--- src/rtl/rca_sum_accumulator.sv ---
// rca_sum_accumulator
//   Downstream stage of the 4-bit ripple carry adder. Accepts adder results
//   ({in_cout,in_sum}) over a valid/ready handshake, sums NUM_SAMPLES of them
//   into an ACC_W-bit running total, then presents that frame total with a
//   sticky overflow flag over an output valid/ready handshake.
//
//   Build option: define SATURATE_EN to clamp the total at all-ones on
//   overflow. When it is undefined, the total wraps modulo 2^ACC_W.
//   out_overflow is set in both builds.
//
// Ports
//   clk, rst_n          clock (rising edge), asynchronous active-low reset
//   clear               synchronous frame abort; highest priority
//   in_valid/in_ready   input handshake; in_ready is decoded from registered state only
//   in_sum, in_cout     adder result; operand = zero-extended {in_cout,in_sum}
//   out_valid/out_ready output handshake for the frame total
//   out_acc             frame total (qualified by out_valid)
//   out_overflow        total passed 2^ACC_W-1 during the frame (qualified by out_valid)
module rca_sum_accumulator #(
  parameter int unsigned DATA_W      = 4,
  parameter int unsigned ACC_W       = 12,
  parameter int unsigned NUM_SAMPLES = 8
) (
  input  logic              clk,
  input  logic              rst_n,
  input  logic              clear,
  input  logic              in_valid,
  output logic              in_ready,
  input  logic [DATA_W-1:0] in_sum,
  input  logic              in_cout,
  output logic              out_valid,
  input  logic              out_ready,
  output logic [ACC_W-1:0]  out_acc,
  output logic              out_overflow
);

  localparam int unsigned CntW = $clog2(NUM_SAMPLES + 1);
  localparam logic [CntW-1:0] LastCnt = CntW'(NUM_SAMPLES - 1);

  typedef enum logic [1:0] {StIdle, StAccum, StHold} state_e;

  state_e           r_state, w_state_next;
  logic             r_live;
  logic [ACC_W-1:0] r_acc, w_acc_next;
  logic [CntW-1:0]  r_cnt, w_cnt_next;
  logic             r_ovf, w_ovf_next;
  logic             r_out_valid, w_out_valid_next;
  logic             w_accept;
  logic             w_last;
  logic [ACC_W:0]   w_sum;

  // r_live holds in_ready low until the first edge after reset release.
  assign in_ready = r_live && (r_state != StHold);
  assign w_accept = in_valid && in_ready;
  assign w_last   = (r_cnt == LastCnt);
  // One extra bit catches the carry out of bit ACC_W-1.
  assign w_sum    = {1'b0, r_acc} + {{(ACC_W - DATA_W){1'b0}}, in_cout, in_sum};

  always_comb begin
    w_state_next     = r_state;
    w_acc_next       = r_acc;
    w_cnt_next       = r_cnt;
    w_ovf_next       = r_ovf;
    w_out_valid_next = r_out_valid;
    if (clear) begin
      // Abort the frame; any beat accepted this cycle is discarded.
      w_state_next     = StIdle;
      w_acc_next       = '0;
      w_cnt_next       = '0;
      w_ovf_next       = 1'b0;
      w_out_valid_next = 1'b0;
    end else begin
      unique case (r_state)
        StIdle, StAccum: begin
          if (w_accept) begin
`ifdef SATURATE_EN
            if (r_ovf || w_sum[ACC_W]) begin
              w_acc_next = '1;
              w_ovf_next = 1'b1;
            end else begin
              w_acc_next = w_sum[ACC_W-1:0];
            end
`else
            w_acc_next = w_sum[ACC_W-1:0];
            w_ovf_next = r_ovf | w_sum[ACC_W];
`endif
            w_cnt_next = r_cnt + CntW'(1);
            if (w_last) begin
              w_state_next     = StHold;
              w_out_valid_next = 1'b1;
            end else begin
              w_state_next = StAccum;
            end
          end
        end
        StHold: begin
          if (out_ready) begin
            w_state_next     = StIdle;
            w_acc_next       = '0;
            w_cnt_next       = '0;
            w_ovf_next       = 1'b0;
            w_out_valid_next = 1'b0;
          end
        end
        default: begin
          w_state_next     = StIdle;
          w_acc_next       = '0;
          w_cnt_next       = '0;
          w_ovf_next       = 1'b0;
          w_out_valid_next = 1'b0;
        end
      endcase
    end
  end

  always_ff @(posedge clk or negedge rst_n) begin
    if (!rst_n) begin
      r_state     <= StIdle;
      r_live      <= 1'b0;
      r_acc       <= '0;
      r_cnt       <= '0;
      r_ovf       <= 1'b0;
      r_out_valid <= 1'b0;
    end else begin
      r_state     <= w_state_next;
      r_live      <= 1'b1;
      r_acc       <= w_acc_next;
      r_cnt       <= w_cnt_next;
      r_ovf       <= w_ovf_next;
      r_out_valid <= w_out_valid_next;
    end
  end

  // The accumulator register is the output; it only carries a frame total while out_valid is high.
  assign out_valid    = r_out_valid;
  assign out_acc      = r_acc;
  assign out_overflow = r_ovf;

endmodule

--- config.mk ---
export PLATFORM = sky130hd
export DESIGN_NAME = rca_sum_accumulator
export DESIGN_NICKNAME = d
export VERILOG_FILES = /design/src/rtl/rca_sum_accumulator.sv
export SDC_FILE = /design/constraint.sdc
export NUM_CORES = 1
export LEC_CHECK = 0
export CAP_MARGIN = 20
export CORE_ASPECT_RATIO = 0.7
export CORE_MARGIN = 2
export CORE_UTILIZATION = 45
export DETAILED_ROUTE_END_ITERATION = 10
export PLACE_DENSITY = 0.81
export SLEW_MARGIN = 20
export SYNTH_ARGS = -nofsm -noshare
export SYNTH_HDL_FRONTEND = slang
export SYNTH_SLANG_ARGS = --single-unit
--- constraint.sdc ---
create_clock -name clk -period 2.35 [get_ports clk]
set_input_delay 0.235 -clock clk [delete_from_list [all_inputs] [get_ports clk]]
set_output_delay 0.235 -clock clk [all_outputs]
set_load 0.02 [all_outputs]
==> results.md, run 1 <==
- Root Buffer Master: clkbuf_8
- CP Data Required Time: 2.50 ns
- Syn avg cell area: between 10 and 15 um^2
- Post-CTS Setup Bufs: 0
- Vias per cell: around 5.5
- DR pass1 iterations: 4
- First-pass GRT wire length: 3.99 mm
- Starting density of the core: 0.474
- Die Width: 64.8 um
- Worst-path fanout max: 4
- DR vias: 980
- Final setup fails: 0
- Synth-to-Final Area Change: 29.0%
- Fmax: roughly 470 MHz
- Startpoint Class: flop
- Slew HR: 0.578
- Die Footprint: ~0.003 mm^2
- Post-synth top area share: 0.451
- Final TNS setup: 0 ns
- Number of DRC markers in iteration 0: 51
- Critical path arrival: between 2 and 2.5 ns
- Register area share after synthesis: 0.451
- Top cells by area, synth: dfrtp_1, ha_1, nor2_1
- N_diodes: 0
- Post-DRT Antenna Nets: 0
- Static Leakage: ~0.00067 uW
- Worst reg2reg setup slack: 0.20 ns
- Hold_buf cts: 0
- Total GRT Usage: 0.178
- PortBufs: 24
- Max Root-Sink Buffers: 2
- YS warnings: 0
- PwrDens: between 400 and 500 mW/mm^2
- Dpl hpwl: roughly 1.8 mm
- Final Hold Fails: 0
- Post-synth top area cell: dfrtp_1
- Reg-to-reg critical path endpoint: out_overflow
- CTS resizes: 0
- Mapped Area: approximately 0.0012 mm^2
- Peak supply drop: around 0.46 mV
- Cts bufs inserted: 3
- Slew Limit Fails: 0
- Vias in the first global route: slightly below 900
- GR Overflow Total: 0
- Design area: ~0.0015 mm^2
- # IOs: 25
- Placed Area: ~0.0015 mm^2
- Core area: 0.00246 mm^2
- Minimum clock period: ~2.1 ns
- #FFs+latches synth: 21
- Final worst path period share: 0.913
- FF-to-FF path depth: 7
- FP Rows: 15
- Nets: between 150 and 200
- # DRC: 0
- Ys async rst share: 1.00
- Setup crit end kind: flop
- Netlist cell types: 41
- Post-synth EDFFs: 0
- Primary FF master, synth: dfrtp_1
- CTS tree: yes
- Initial antenna violation count: 0
- Htree depth: 1
- Average wire per standard cell: between 10 and 15 um
- Worst hold path class: input port to asynchronous set/reset pin
- WL final: 2.38 mm
- Height of the die: 46.6 um
- Worst Skew: just under 0.007 ns
- Final Util: 0.611
- Final GP Congestion: approximately 0.85
- Worst r2r src: out_acc[0]
- Clock Latency Late Sink: between 0.2 and 0.3 ns
- Synthesized net count: 132
- Status: completed
- Ratio of cells with drive above 1 in the final layout: 0.105
- Filler Cells Inserted: between 200 and 250
- Largest net degree at the start of global routing: 22
- RSZ-0062 raised after global routing: no
- Worst setup path class: flop to flop
- Slew @ Worst Pin: around 0.63 ns
- Synth Instances: about 120
- Count of clock tree sinks: 21
- CTS clk-pin slew, worst paths: around 0.08 ns
- Max Cap Viol: 0
## worst max-delay path: stages, from the launching register on
cell and delay, ns:
dfrtp_1 0.41, ha_1 0.21, fa_1 0.43, a211o_1 0.33
a21oi_1 0.28, nor2_1 0.10, a41oi_1 0.22, nor2_1 0.05
## metal layers
metal,share of wire,track usage,up-vias
li1,-,-,483
met1,0.50,0.235,467
met2,0.44,0.289,24
met3,0.042,0.0489,6
met4,0.016,0.0596,0
met5,0,0,-
## where the power goes
group	total, uW	internal (uW)	switching (uW)	leakage (uW)
clock network	238	118	120	0.0000255
logic	129	60.7	68.2	0.000355
registers	383	372	10.9	0.000286
## through the flow
stage | cells | power (uW) | hold slack (ns) | worst slack, ns
2_1_floorplan | 115 | 462 | -0.0606 | 0.264
3_3_place_gp | 173 | 516 | 0.491 | -0.0104
3_5_place_dp | 173 | 519 | 0.492 | -0.0333
4_1_cts | 177 | 757 | 0.325 | 0.220
5_1_grt | 177 | 785 | 0.335 | 0.0716
6_report | 177 | 750 | 0.316 | 0.204
## flip-flops by register name, indices dropped and copies added, names as in the netlist
name          cells
r_cnt             4
r_live            1
r_state           2
out_valid         1
out_overflow      1
out_acc          12
## worst max-delay path by stage
stage,startpoint,to,cells past startpoint
after detailed placement,in_sum[0],out_overflow,8
final,out_acc[0],out_overflow,7
after floorplan,out_acc[0],out_overflow,7
after CTS,out_acc[0],out_overflow,7
after global routing,out_acc[0],out_overflow,7
after global placement,in_sum[0],out_overflow,8
## area by class of cell
class	instances	area, um^2	area share
multi-input cells	90	618	0.411
flip-flops and latches	21	526	0.350
repair buffers	28	270	0.180
well taps	34	42.5	0.0283
clock buffers	3	41.3	0.0275
clock inverters	1	5.00	0.00333
## cells in the mapped netlist (all sizes together) (2+ instances only)
library cell  instances
nand2                 7
ha                    6
nor3                  3
xor2                  3
or3                   2
nand3                 2
o21a                  2
o21ai                 9
o211ai                2
a21oi                 6
a22o                  5
a211oi                3
nor2                 14
nor3b                 3
a21o                  2
buf                   3
dfrtp                21
xnor2                 3
## layout by cell type, fill, tap and decap left out, drive strengths merged, types with 2 or more instances in the layout
cell           instances
clkdlybuf4s50         24
dfrtp                 21
nor2                  14
o21ai                  9
nand2                  7
a21oi                  6
ha                     6
a22o                   5
buf                    4
a211oi                 3
xor2                   3
nor3b                  3
xnor2                  3
clkbuf                 3
nor3                   3
o21a                   2
a21o                   2
nand3                  2
or3                    2
o211ai                 2
## cell families after synthesis
group           synth area share
mux                      0.00967
fa+ha+maj                 0.0816
other cells              0.00322
compound gates             0.214
simple gates               0.177
flops                      0.451
xor+xnor                  0.0451
buf+inv                   0.0183
(Power assumes the default switching activity.)
==> run 2: changes to the inputs <==
--- a/config.mk
+++ b/config.mk
@@ -11,7 +11,6 @@
 export CORE_UTILIZATION = 45
 export DETAILED_ROUTE_END_ITERATION = 10
 export PLACE_DENSITY = 0.81
-export SLEW_MARGIN = 20
 export SYNTH_ARGS = -nofsm -noshare
 export SYNTH_HDL_FRONTEND = slang
 export SYNTH_SLANG_ARGS = --single-unit
==> results of run 2 <==
Same layout as run 1: the final DEF is identical, and so are final timing and power.
==> run 3: changes to the inputs <==
--- a/config.mk
+++ b/config.mk
@@ -6,11 +6,13 @@
 export NUM_CORES = 1
 export LEC_CHECK = 0
 export CAP_MARGIN = 20
+export CELL_PAD_IN_SITES_DETAIL_PLACEMENT = 0
+export CELL_PAD_IN_SITES_GLOBAL_PLACEMENT = 1
 export CORE_ASPECT_RATIO = 0.7
 export CORE_MARGIN = 2
-export CORE_UTILIZATION = 45
+export CORE_UTILIZATION = 38
 export DETAILED_ROUTE_END_ITERATION = 10
-export PLACE_DENSITY = 0.81
+export PLACE_DENSITY = 0.87
 export SYNTH_ARGS = -nofsm -noshare
 export SYNTH_HDL_FRONTEND = slang
 export SYNTH_SLANG_ARGS = --single-unit
==> constraint.sdc (replaced) <==
create_clock -name clk -period 2.2 [get_ports clk]
set_input_delay 0.22 -clock clk [delete_from_list [all_inputs] [get_ports clk]]
set_output_delay 0.22 -clock clk [all_outputs]
set_load 0.02 [all_outputs]
==> results.md, run 3 (synthesized netlist as in run 1, its figures left out) <==
- WL final: 2.50 mm (+5.2%)
- Final worst path period share: 0.939 (+0.0263)
- FP Rows: 16 (+1)
- Startpoint Class: flop
- Root Buffer Master: clkbuf_8
- # IOs: 25 (unchanged)
- Core area: 0.00286 mm^2 (+16%)
- Minimum clock period: 2.07 ns (-0.0792 ns)
- Ratio of cells with drive above 1 in the final layout: 0.129 (+0.0244)
- Htree depth: 1 (unchanged)
- Status: completed
- N_diodes: 0 (unchanged)
- First-pass GRT wire length: 4.71 mm (+18%)
- Nets: 165 (+2.5%)
- Starting density of the core: 0.407 (-0.0669)
- Max reg flops: 12 (unchanged)
- PwrDens: 524 mW/mm^2 (+5.0%)
- Design area: 0.00154 mm^2 (+2.2%)
- Commonest non-fill, non-tap cell in the layout: clkdlybuf4s50_1
- CP Data Required Time: 2.35 ns (-0.15 ns)
- Die Width: 70.2 um (+8.3%)
- Average wire per standard cell: 13.7 um (+1.7%)
- Final GP Congestion: 0.855 (+0.73%)
- Static Leakage: 0.000687 uW (+3.0%)
- PortBufs: 24 (unchanged)
- Cts bufs inserted: 3 (unchanged)
- Filler Cells Inserted: 262 (+25%)
- Worst setup path class: flop to flop
- Final Hold Fails: 0 (unchanged)
- Height of the die: 50.3 um (+8.1%)
- Slew HR: 0.670 (+0.0912)
- Vias in the first global route: 1002 (+12%)
- Worst hold path class: input port to asynchronous set/reset pin
- CTS clk-pin slew, worst paths: 0.08 ns (about the same)
- Max Cap Viol: 0 (unchanged)
- Clock Latency Late Sink: 0.26 ns (about the same)
- Synth-to-Final Area Change: 31.8%
- Dpl cells: 178 (+2.9%)
- Max Root-Sink Buffers: 2 (unchanged)
- Worst Skew: 0.00683 ns (-0.0000312 ns)
- Highest-count cells in the layout ignoring fill and taps: clkdlybuf4s50_1, dfrtp_1, nor2_1
- Fin cells: 183 (+3.4%)
- Die Footprint: 0.00353 mm^2 (+17%)
- Hold_buf cts: 0 (unchanged)
- Dpl hpwl: 1.88 mm (+6.2%)
- Number of DRC markers in iteration 0: 60 (+18%)
- Placed Area: 0.00148 mm^2 (+1.7%)
- Slew Limit Fails: 0 (unchanged)
- Critical path arrival: 2.22 ns (-0.08 ns)
- Slew @ Worst Pin: 0.488 ns (-0.141 ns)
- Count of clock tree sinks: 21 (unchanged)
- Peak supply drop: 0.324 mV (-30%)
- Setup crit end kind: flop
- Vias per cell: 5.35 (-3.4%)
- CTS tree: yes
- GR Overflow Total: 0 (unchanged)
- Worst-path fanout max: 4 (unchanged)
- Initial antenna violation count: 0 (unchanged)
- Final setup fails: 0 (unchanged)
- Post-DRT Antenna Nets: 0 (unchanged)
- DR vias: 979 (-0.10%)
- # DRC: 0 (unchanged)
- Largest net degree at the start of global routing: 22 (unchanged)
- DR pass1 iterations: 4 (unchanged)
- Total GRT Usage: 0.170 (-0.00879)
- Fmax: 484 MHz (+3.8%)
==> run 3: changes by cell type in the layout (fill, tap and decap cells not counted) <==
| cell | before | now |
|---|---|---|
| buf_4 | 4 | 8 |
==> run 3: layout make-up <==
class | count | area [um^2] | share of cell area
tap | 36 | 45.0 | 0.0293
sequential | 21 | 526 | 0.342
timing repair buffer | 32 | 300 | 0.196
clock buffer | 3 | 41.3 | 0.0269
multi-input combinational | 90 | 618 | 0.403
clock inverter | 1 | 5.00 | 0.00326
==> run 3: worst paths after layout <==
path | from | to | slack [ns] | depth (start not counted)
worst max-delay path | out_acc[0] | out_overflow | 0.13 | 8
min in group clk | out_overflow | out_overflow | 0.55 | 2
worst min-delay path | rst_n | r_state[1] | 0.29 | 2
worst min register to register | out_overflow | out_overflow | 0.55 | 2
max in group asynchronous | rst_n | out_acc[6] | 1.69 | 2
worst max register to register | out_acc[0] | out_overflow | 0.13 | 8
==> run 3: report_power, final <==
part           internal [uW]  leakage, uW  switching, uW  total [uW]
clock                    126    0.0000255            125         251
sequential               398     0.000286           12.2         410
combinational           70.0     0.000375           72.9         143
total                    594     0.000687            210         804
==> run 3: repair_timing <==
item | 4_1_cts | 5_1_grt
resized for setup | 0 | 0
endpoints found under the setup margin | 0 | 1
buffers inserted | 0 | 1
==> run 3: per-stage QoR <==
stage                      util  worst slack (ns)  total power [uW]   TNS, ns  hold WS (ns)
final                     0.536             0.134               804         0         0.293
after global routing      0.536          -0.00322               851  -0.00322         0.329
after CTS                 0.534             0.116               815         0         0.299
after detailed placement  0.517           -0.0920               559    -0.175         0.525
after global placement    0.517           -0.0594               557   -0.0904         0.502
after floorplan               -             0.114               493         0       -0.0756
==> run 3: critical path, stage by stage (launching register included) <==
cell and delay [ns]:
dfrtp_1 0.41, ha_1 0.22, fa_1 0.39, a211o_1 0.33
a21oi_1 0.13, buf_4 0.14, nor2_1 0.04, a41oi_1 0.23
nor2_1 0.06
==> run 3: routing by layer <==
layer | routed length (um) | up-vias | global-route usage
met5 | 0 | - | 0
met4 | 23 | 0 | 0.0385
met3 | 81 | 5 | 0.0502
met2 | 1130 | 10 | 0.276
met1 | 1260 | 475 | 0.225
li1 | - | 489 | -
==> edit 1, RTL diff (settings of run 2) <==
Add a define of `SATURATE_EN`.
--- a/src/rtl/rca_sum_accumulator.sv
+++ b/src/rtl/rca_sum_accumulator.sv
@@ -16,6 +16,8 @@
 //   out_valid/out_ready output handshake for the frame total
 //   out_acc             frame total (qualified by out_valid)
 //   out_overflow        total passed 2^ACC_W-1 during the frame (qualified by out_valid)
+`define SATURATE_EN
+
 module rca_sum_accumulator #(
   parameter int unsigned DATA_W      = 4,
   parameter int unsigned ACC_W       = 12,
Formal check against the unedited RTL: same outputs for any inputs over 10 cycles, from zero or initial values and one cycle with rst_n low; that may be too few to reach the edited logic, so the function may still have changed.
==> edit 1 against run 2 <==
  * Via count rose by 11%
  * Sequential cell count did not move
  * Cell area rose by 3.7%
  * Area after synthesis rose by 2.9%
  * Sequential power barely moved
  * Clock skew fell by 0.0054 ns
  * Worst setup slack got worse by 0.038 ns
  * Power rose by 1.6%
  * Wire length rose by 20%
  * Largest cell class unchanged
  * Critical path type is now input pin to flip-flop
==> edit 1: results (changes against run 2) <==
later-pin clock latency in the skew report=0.26 ns (about the same); first-pass GRT wire length=4781 microns (+20%); total CTS buffers=3 (unchanged); compound-gate portion of the synthesized area=23.70% (+2.3 points); ys async rst share=100.0% (unchanged); postcts setup bufs=0 (unchanged); DR vias=1088 (+11%); Initial DRC Count=92 (+80%); sequential element share of the synthesized area=43.84% (-1.3 points); multiplexer share of the synthesized area=0% (-0.97 points); share of post-route cells with drive strength above 1=10.19% (-0.30 points); H-tree levels=1 (unchanged); wire per inst=14.97 microns (+12%); root buffer cell=clkbuf_8; Fill cells=200 (-4.8%); Worst Hold Class=input pin to async pin; slowest stage delay, CP=0.41 ns (-0.02 ns); cell count after placement=187 (+8.1%); run status=completed; max reg flops=12 (unchanged); All-Layer GR Usage=20.72% (+2.9 points); routability cong.=0.8330 (-1.9%); post-place setup slack=-0.08411 ns (-0.05083 ns); Post-Synth Adder-Cell Area=7.933% (-0.23 points); diodes inserted=0 (unchanged); VDD IR max=0.3636 mV (-21%); P_sw=0.2025 mW (+1.9%); XOR/XNOR Fraction of Synth Area=3.653% (-0.86 points); syn nets=143 (+8.3%); Synth area leaders=dfrtp_1, nand2_1, ha_1; Buffers on Ports=24 (unchanged); Slew Viols, Final=0 (unchanged); clk buf depth=2 (unchanged); Yosys warning count=0 (unchanged); Critical Path Fanout Max=5 (+1); FF-to-FF path depth=7 (unchanged); HPWL after DPL=2202 microns (+24%); Synth top cells by count=dfrtp_1, nand2_1, o21ai_1, nor2_1; number of global-route vias before repair=1030 (+15%); Clk pin slew, worst setup/hold paths=0.08 ns (about the same); Synth Instances=126 (+9.6%); arrival time at the worst endpoint=2.33 ns (+0.03 ns); router iterations before antenna repair=4 (unchanged); static leakage=0.7206 nW (+8.0%); slowest library cell on the worst path=clkdlybuf4s50_1; nets=175 (+8.7%); synth unique cells=36 (-12%); Worst Tran Pin Value=0.6065 ns (-0.02247 ns); Detailed Route WL=2860 microns (+20%); Clock Skew=0.001492 ns (-0.005367 ns)
[edit 1: path summary, 6_finish.rpt]
check	to	slack, ns	start
max	out_acc[6]$_DFFE_PN0P_	0.17	in_sum[0]
max in group asynchronous	out_acc[9]$_DFFE_PN0P_	1.81	rst_n
max reg2reg	out_acc[6]$_DFFE_PN0P_	0.17	out_acc[0]$_DFFE_PN0P_
min	out_acc[3]$_DFFE_PN0P_	0.33	rst_n
min reg2reg	out_valid$_DFFE_PN0P_	0.49	out_valid$_DFFE_PN0P_
min in group clk	out_valid$_DFFE_PN0P_	0.49	out_valid$_DFFE_PN0P_
[edit 1: worst reg2reg max path, delay by kind of cell (launching register included)]
family / cells / cell delay, ns
DFF: 1 / 0.40
adders and majority gates: 2 / 0.61
AOI/OAI and AO/OA: 5 / 1.08
[edit 1: power groups by stage]
stage	registers, mW	clock network (mW)	logic, mW
2_1_floorplan	0.395	0	0.0732
3_3_place_gp	0.388	0	0.137
3_5_place_dp	0.390	0	0.141
4_1_cts	0.382	0.241	0.142
5_1_grt	0.384	0.255	0.155
6_report	0.382	0.238	0.142
[edit 1: per-layer routing]
metal	vias up	routed length, microns	global-route usage, %	part of all wire (%)
met1	538	1359	27.33	48
met5	-	0	0	0
met4	0	17	4.583	0.59
met2	20	1397	36.16	49
li1	528	-	-	-
met3	2	85	4.317	3.0
[edit 1: metrics by stage]
step           instance area, sq um  TNS, ns  hold slack (ns)
2_1_floorplan                  1199        0         -0.06059
3_3_place_gp                   1513  -0.2076           0.4705
3_5_place_dp                   1513  -0.2741           0.4813
4_1_cts                        1558        0           0.3318
5_1_grt                        1558        0           0.3350
6_report                       1558        0           0.3284
[edit 1: layout make-up]
cell class	count	area [sq um]	area share, %
repair buffers	30	285.3	18.31
multi-input cells	102	659.4	42.33
clock buffers	4	45.04	2.892
flip-flops and latches	21	525.5	33.74
well taps	34	42.54	2.731
[edit 1: cells by family (layout without fill, tap and decap cells)]
family	Yosys count	in the layout
other	1	1
buffers and inverters	3	34
AO/OA/AOI/OAI	40	40
XOR/XNOR	5	5
AND/OR/NAND/NOR	49	49
flip-flops	21	21
adder cells (fa/ha/maj)	7	7
==> edit 2, RTL diff (config.mk and constraints of run 2) <==
Without the edit above. Put one more register stage on the output `out_overflow`, cleared by the reset. The value now appears one clock later. The other outputs are not delayed to match.
--- a/src/rtl/rca_sum_accumulator.sv
+++ b/src/rtl/rca_sum_accumulator.sv
@@ -134,7 +134,13 @@
   // The accumulator register is the output; it only carries a frame total while out_valid is high.
   assign out_valid    = r_out_valid;
   assign out_acc      = r_acc;
-  assign out_overflow = r_ovf;
+  always_ff @(posedge clk or negedge rst_n) begin
+    if (!rst_n) begin
+      out_overflow <= '0;
+    end else begin
+      out_overflow <= r_ovf;
+    end
+  end
 
 endmodule
 
Check against the original RTL: same outputs for any inputs over 10 cycles, from zero or initial values and one cycle with rst_n low; that may be too few to reach the edited logic, so the function may still have changed.
==> edit 2 against run 2 <==
  * Clock skew is 0.0010 ns higher
  * Critical path depth stayed put
  * Power is 2.1% lower
  * Cell area is 1.1% lower
  * Clock power is 13% lower
  * Area after synthesis is 1.4% lower
  * Final cell count is 2.3% lower
  * Wire length is 5.0% lower
  * Worst setup slack better by 0.096 ns
  * Sequential share of layout area is 2.1 points higher
  * Sequential cell count is 1 higher
  * Largest cell class unchanged
==> edit 2: results (changes against run 2) <==
number of global-route vias before repair=899 (+0.56%); diodes inserted=0 (unchanged); Synth Register Bits=22 (+4.8%); multi-input combinational cell area=590.6 sq um (-4.5%); post-place setup slack=0.06481 ns (+0.09808 ns); run status=completed; static leakage=0.6802 nW (+2.0%); VDD IR max=0.3131 mV (-32%); syn nets=126 (-4.5%); reg2reg setup slack=0.30 ns (+0.10 ns); die footprint=0.002979 sq mm (-1.3%); nets=157 (-2.5%); Avg Synthesized Cell Area=10.54 sq um (+4.0%); Yosys top cell area share=47.93% (+2.8 points); routability cong.=0.8258 (-2.7%); arrival time at the worst endpoint=2.26 ns (-0.04 ns); Top delay family on crit path=adder cells; Hold Worst Slack=0.2510 ns (-0.06522 ns); synth unique cells=32 (-22%); Tcrit/Tclk final=87.21% (-4.1 points); root buffer cell=clkbuf_4; Initial DRC Count=28 (-45%); sequential cell area share=37.04% (+2.1 points); share of post-route cells with drive strength above 1=10.07% (-0.42 points); compound-gate portion of the synthesized area=18.85% (-2.5 points); vias per cell=5.439 (-1.8%); Detailed Route WL=2256 microns (-5.0%); #MultiIn Comb=85 (-5.6%); Synth area leaders=dfrtp_1, ha_1, xor2_1; Signal buffers=27 (-3.6%); Clk network pwr share=28.2% (-3.5 points); Fill cells=212 (+0.95%); Clock Skew=0.007855 ns (+0.0009963 ns); All-Layer GR Usage=17.63% (-0.20 points); internal power=0.5432 mW (-1.4%); XOR/XNOR Fraction of Synth Area=6.100% (+1.6 points); Synth top cells by count=dfrtp_1, nor2_1, nand2_1, o21ai_0, xor2_1; sequential element share of the synthesized area=47.93% (+2.8 points); Clk pin slew, worst setup/hold paths=0.12 ns (+0.04 ns); seq pwr=0.400 mW (+4%); inverters=1 (+1); DR vias=941 (-4.0%); first-pass GRT wire length=3919 microns (-1.7%); largest net degree at the start of global routing=23 (+4.5%); HPWL after DPL=1733 microns (-2.3%); final-layout clock-cell area share=2.441% (-0.64 points); worst relative slew slack=63.84% (+6.0 points); NonClk Buf Share=17.68% (-0.31 points); r2r endpoint=out_acc[6]$_DFFE_PN0P_; sw frac=26.03% (-0.48 points)
edit 2: how the worst min path moves through the flow:
stage	startpoint	to	depth (start not counted)
floorplan	rst_n	out_acc[0]$_DFFE_PN0P_	0
global placement	r_ovf$_DFFE_PN0P_	out_overflow$_DFF_PN0_	0
detailed placement	r_ovf$_DFFE_PN0P_	out_overflow$_DFF_PN0_	0
CTS	rst_n	out_overflow$_DFF_PN0_	2
global route	rst_n	out_overflow$_DFF_PN0_	2
finish	rst_n	out_overflow$_DFF_PN0_	2
edit 2: layer usage:
layer	part of all wire, %	wire length (microns)	global-route usage, %	vias to the layer above
met3	5.5	124	5.134	0
met5	0	0	0	-
met4	0	0	5.106	0
met2	45	1026	28.96	28
li1	-	-	-	454
met1	49	1105	23.22	459
edit 2: worst reg2reg max path, cell delays in order, from the launching register on:
cell and delay, ns:
dfrtp_1 0.42, ha_1 0.24, fa_1 0.43, a211oi_1 0.32, o21bai_1 0.19, nand3_1 0.14
xor2_1 0.15, nor2_1 0.05
